==> src/rtl/ddr_pkg.sv <==
// Shared DDR write-path definitions: FSM state encoding, toggle counts and
// the default write-latency field width.
package ddr_pkg;

    localparam int unsigned WLW_DEFAULT = 4;

    typedef enum logic [2:0] {
        ST_IDLE   = 3'd0,
        ST_WAIT   = 3'd1,
        ST_PRE    = 3'd2,
        ST_TOGGLE = 3'd3,
        ST_POST   = 3'd4
    } state_e;

    // Toggle counter reload values; the counter runs down to 0 inclusive.
    localparam logic [1:0] TOG_BL4 = 2'd1;
    localparam logic [1:0] TOG_BL8 = 2'd3;

endpackage

==> src/rtl/dqs_write_sequencer.sv <==
// DQS drive sequencer for one DDR2 byte lane: a 1-entry request slot feeding a
// write-latency / preamble / toggle / postamble FSM with registered IOB controls.
module dqs_write_sequencer
    import ddr_pkg::*;
#(
    parameter int unsigned WLW    = WLW_DEFAULT,
    parameter int unsigned QDEPTH = 1
) (
    input  logic           MCLK,
    input  logic           ResetL,
    input  logic           wrStart,
    input  logic [WLW-1:0] wrLat,
    input  logic           burst8,
    output logic           wrReady,
    output logic           busy,
    output logic           ODDRD1,
    output logic           ODDRD2,
    output logic           preDQSenL,
    output logic           wdataEn
);

    if (QDEPTH != 1) begin : g_qdepth_check
        $fatal(1, "dqs_write_sequencer: QDEPTH must be 1");
    end

    state_e         state_q, state_d;
    logic [WLW-1:0] lat_q, lat_d;
    logic [1:0]     tog_q, tog_d;

    logic           pend_vld_q, pend_vld_d;
    logic [WLW-1:0] pend_lat_q, pend_lat_d;
    logic           pend_b8_q, pend_b8_d;

    logic           oddrd1_q, oddrd1_d;
    logic           oddrd2_q, oddrd2_d;
    logic           dqs_en_l_q, dqs_en_l_d;
    logic           wdata_en_q, wdata_en_d;

    logic           pop;
    logic           accept;

    // The slot counts as free while IDLE is popping it, so a request can be
    // accepted in the same cycle the previous one moves into the FSM.
    assign pop     = (state_q == ST_IDLE) && pend_vld_q;
    assign wrReady = !pend_vld_q || pop;
    assign accept  = wrStart && wrReady;
    assign busy    = (state_q != ST_IDLE) || pend_vld_q;

    always_comb begin
        state_d    = state_q;
        lat_d      = lat_q;
        tog_d      = tog_q;
        pend_vld_d = pend_vld_q;
        pend_lat_d = pend_lat_q;
        pend_b8_d  = pend_b8_q;

        if (pop) begin
            pend_vld_d = 1'b0;
        end
        if (accept) begin
            pend_vld_d = 1'b1;
            pend_lat_d = wrLat;
            pend_b8_d  = burst8;
        end

        unique case (state_q)
            ST_IDLE: begin
                if (pend_vld_q) begin
                    lat_d   = pend_lat_q;
                    tog_d   = pend_b8_q ? TOG_BL8 : TOG_BL4;
                    state_d = (pend_lat_q != '0) ? ST_WAIT : ST_PRE;
                end
            end
            ST_WAIT: begin
                lat_d = lat_q - WLW'(1);
                if (lat_q == WLW'(1)) begin
                    state_d = ST_PRE;
                end
            end
            ST_PRE: begin
                state_d = ST_TOGGLE;
            end
            ST_TOGGLE: begin
                if (tog_q == 2'd0) begin
                    state_d = ST_POST;
                end else begin
                    tog_d = tog_q - 2'd1;
                end
            end
            ST_POST: begin
                state_d = ST_IDLE;
            end
            default: begin
                state_d = ST_IDLE;
            end
        endcase
    end

    // Output flops are loaded from the next state so they describe the state
    // occupied in the same cycle.
    always_comb begin
        oddrd1_d   = (state_d == ST_TOGGLE);
        oddrd2_d   = 1'b0;
        wdata_en_d = (state_d == ST_TOGGLE);
        dqs_en_l_d = !((state_d == ST_PRE) || (state_d == ST_TOGGLE) ||
                       (state_d == ST_POST));
    end

    always_ff @(posedge MCLK or negedge ResetL) begin
        if (!ResetL) begin
            state_q    <= ST_IDLE;
            lat_q      <= '0;
            tog_q      <= '0;
            pend_vld_q <= 1'b0;
            pend_lat_q <= '0;
            pend_b8_q  <= 1'b0;
            oddrd1_q   <= 1'b0;
            oddrd2_q   <= 1'b0;
            dqs_en_l_q <= 1'b1;
            wdata_en_q <= 1'b0;
        end else begin
            state_q    <= state_d;
            lat_q      <= lat_d;
            tog_q      <= tog_d;
            pend_vld_q <= pend_vld_d;
            pend_lat_q <= pend_lat_d;
            pend_b8_q  <= pend_b8_d;
            oddrd1_q   <= oddrd1_d;
            oddrd2_q   <= oddrd2_d;
            dqs_en_l_q <= dqs_en_l_d;
            wdata_en_q <= wdata_en_d;
        end
    end

    assign ODDRD1    = oddrd1_q;
    assign ODDRD2    = oddrd2_q;
    assign preDQSenL = dqs_en_l_q;
    assign wdataEn   = wdata_en_q;

endmodule

==> config.mk <==
export PLATFORM = sky130hd
export DESIGN_NAME = dqs_write_sequencer
export DESIGN_NICKNAME = d
export VERILOG_FILES = /design/src/rtl/ddr_pkg.sv /design/src/rtl/dqs_write_sequencer.sv
export SDC_FILE = /design/constraint.sdc
export NUM_CORES = 1
export LEC_CHECK = 0
export CORE_MARGIN = 2
export CORE_UTILIZATION = 35
export CTS_CLUSTER_SIZE = 20
export DETAILED_ROUTE_END_ITERATION = 6
export DONT_BUFFER_PORTS = 1
export GPL_TIMING_DRIVEN = 0
export PLACE_DENSITY_LB_ADDON = 0.05
export SLEW_MARGIN = 20
export SYNTH_ARGS = -nofsm -noshare
export SYNTH_HDL_FRONTEND = slang
export SYNTH_SLANG_ARGS = --single-unit
==> constraint.sdc <==
create_clock -name MCLK -period 4.4 [get_ports MCLK]
set_input_delay 1.32 -clock MCLK [delete_from_list [all_inputs] [get_ports MCLK]]
set_output_delay 1.32 -clock MCLK [all_outputs]
set_load 0.01 [all_outputs]
==> results.json <==
{
  "status": "completed",
  "nFillCells": 226,
  "area_delta_synth_final_pct": 7.132,
  "ir_worst_vdd_v": 0.0003945,
  "grt_max_degree": 18,
  "ff_latch_area_um2": 426.7,
  "hold_viol_final": 0,
  "instances_no_fill": 111,
  "clk_pin_slew_ns": 0.10,
  "nNetsFinal": 95,
  "drive_above_1_share_pct": 22.89,
  "cts_hold_buf": 0,
  "dpl_cell_area_um2": 894.6,
  "antenna_found_initial": 0,
  "place_hpwl_um": 1105,
  "async_reset_ff_share_pct": 100.0,
  "cp.arrival_ns": 1.42,
  "htree_levels": 1,
  "timing.final.crit_share_pct": 62.30,
  "ys_dominant_reg_cell": "dfrtp_1",
  "total_power_mw": 0.6725,
  "place.port_buffers": 0,
  "multiInputGateArea_um2": 366.6,
  "fmax_mhz": 364.8,
  "tightest_slew_ns": 0.5359,
  "vias": 584,
  "clk_latency_ns": 0.29,
  "drc": 0,
  "synth_edf_count": 0,
  "drt_iter0_drc": 8,
  "drtAntennaViolNets": 0,
  "clkSinkCount": 17,
  "numCtsBuffers": 3,
  "layout_common_cells": "dfrtp_1, nand2_1, inv_1, mux2_2, nor2_1",
  "post-route-cell-area_um2": 920.9,
  "yosysSeqAreaShare_pct": 49.64,
  "yosysUniqueCellTypes": 33,
  "cts_tree": "done",
  "slew_headroom_pct": 64.20,
  "critPathMaxFanout": 10,
  "wl_per_cell_um": 13.36,
  "placed_cells": 107,
  "wl_um": 1483,
  "final_common_cell": "dfrtp_1",
  "cts_resized": 0,
  "p_leak_nw": 0.4009,
  "period_minus_slack_ns": 2.741,
  "clock_skew_ns": 0.005555,
  "p_per_area_mw_per_mm2": 730.3,
  "die_y_um": 53.56,
  "vias_per_cell": 5.261,
  "startpoint_type": "register",
  "synth_seq_cells": 17,
  "worstHoldPathType": "register to register",
  "firstDrtPassIters": 4,
  "rows": 17,
  "place.gp.congestion": 0.7100,
  "die-area_mm2": 0.002868,
  "grt.overflow.total": 0,
  "syn_inst": 79,
  "grt_usage_pct": 13.04,
  "finalSetupTns_ns": 0,
  "setup_viol": 0,
  "syn_area_um2": 859.6,
  "cts_setup_buffers": 0,
  "drv_cap": 0,
  "die_x_um": 53.56,
  "core_mm2": 0.002276,
  "rsz0062_at_grt": "no",
  "synth_nets": 90,
  "grt_pass1_wl_um": 2594,
  "drv_slew": 0,
  "yosysWarnings": 0,
  "initial_core_util_pct": 37.77,
  "grt_pass1_vias": 580,
  "antenna_cells": 0,
  "criticalPathCategory": "register to output port",
  "io_pins": 14,
  "crit_required_ns": 3.08,
  "clk_path_buf_depth": 2,
  "root_buffer": "clkbuf_4",
  "avgSynthCellArea_um2": 10.88,
  "worstSetupEndpointType": "output port"
}
-- where the power goes --
group	leakage [nW]	switching, mW	internal [mW]
clock	0.0150	0.0481	0.0352
combinational	0.188	0.153	0.149
sequential	0.198	0.0540	0.233
-- cells in the mapped netlist (2+ instances only) --
cell / instances / area (um2)
inv_1: 6 / 22.52
dfrtp_1: 16 / 400.4
buf_4: 3 / 22.52
nor3b_1: 2 / 15.01
ha_1: 3 / 37.54
nand2b_1: 3 / 18.77
nor2_1: 4 / 15.01
nor3_1: 3 / 15.01
nand2_1: 7 / 26.28
buf_2: 2 / 10.01
mux2_2: 6 / 67.56
nand3_1: 2 / 10.01
o221ai_1: 2 / 17.52
-- sequential cells by signal, summed over array words and instances (netlist names) --
| register | flops |
|---|---|
| lat_q | 4 |
| pend_b8_q | 1 |
| pend_lat_q | 4 |
| pend_vld_q | 1 |
| preDQSenL | 1 |
| state_q | 3 |
| tog_q | 2 |
| wdataEn | 1 |
-- logic make-up after synthesis --
group	Yosys count	share of synthesized area, %
AOI/OAI and AO/OA	10	9.462
adders and majority gates	3	4.367
buffers and inverters	12	7.714
DFF	17	49.64
muxes	6	7.860
other	1	0.4363
and+or+nand+nor	30	20.53
-- critical path, cell delays in order (launching register included) --
cell and delay (ns):
dfrtp_1 0.37, buf_2 0.18, or4_1 0.58
-- metrics by stage --
stage / util, % / hold WS (ns) / worst slack, ns
final: 40.46 / 0.5156 / 1.659
after global placement: 39.31 / 0.4902 / 1.982
after CTS: 40.46 / 0.5161 / 1.639
after detailed placement: 39.31 / 0.5027 / 1.976
after global routing: 40.46 / 0.5393 / 1.603
after floorplan: - / 0.4658 / 2.030
-- cell type report --
| class | instances | area share (%) |
|---|---|---|
| multi-input combinational | 50 | 39.81 |
| clock buffer | 4 | 2.853 |
| tap | 28 | 3.804 |
| inverter | 6 | 2.446 |
| sequential | 17 | 46.33 |
| buffer | 6 | 4.755 |
-- final timing paths --
path                                 start            end  slack, ns  cells past startpoint
worst max register to register  state_q[1]  pend_lat_q[1]       2.77                      4
max in group asynchronous           ResetL      preDQSenL       3.52                      0
worst min register to register    lat_q[3]       lat_q[3]       0.52                      1
worst min-delay path              lat_q[3]       lat_q[3]       0.52                      1
min in group asynchronous           ResetL        wdataEn       0.71                      0
worst max-delay path            state_q[1]           busy       1.66                      2
-- routing by layer --
metal | vias to the layer above | wire length, um | track usage, %
li1 | 286 | - | -
met1 | 280 | 735 | 16.55
met2 | 16 | 644 | 19.96
met3 | 2 | 86 | 5.000
met4 | 0 | 17 | 5.128
met5 | - | 0 | 0
Power figures use the tool's default switching activity.
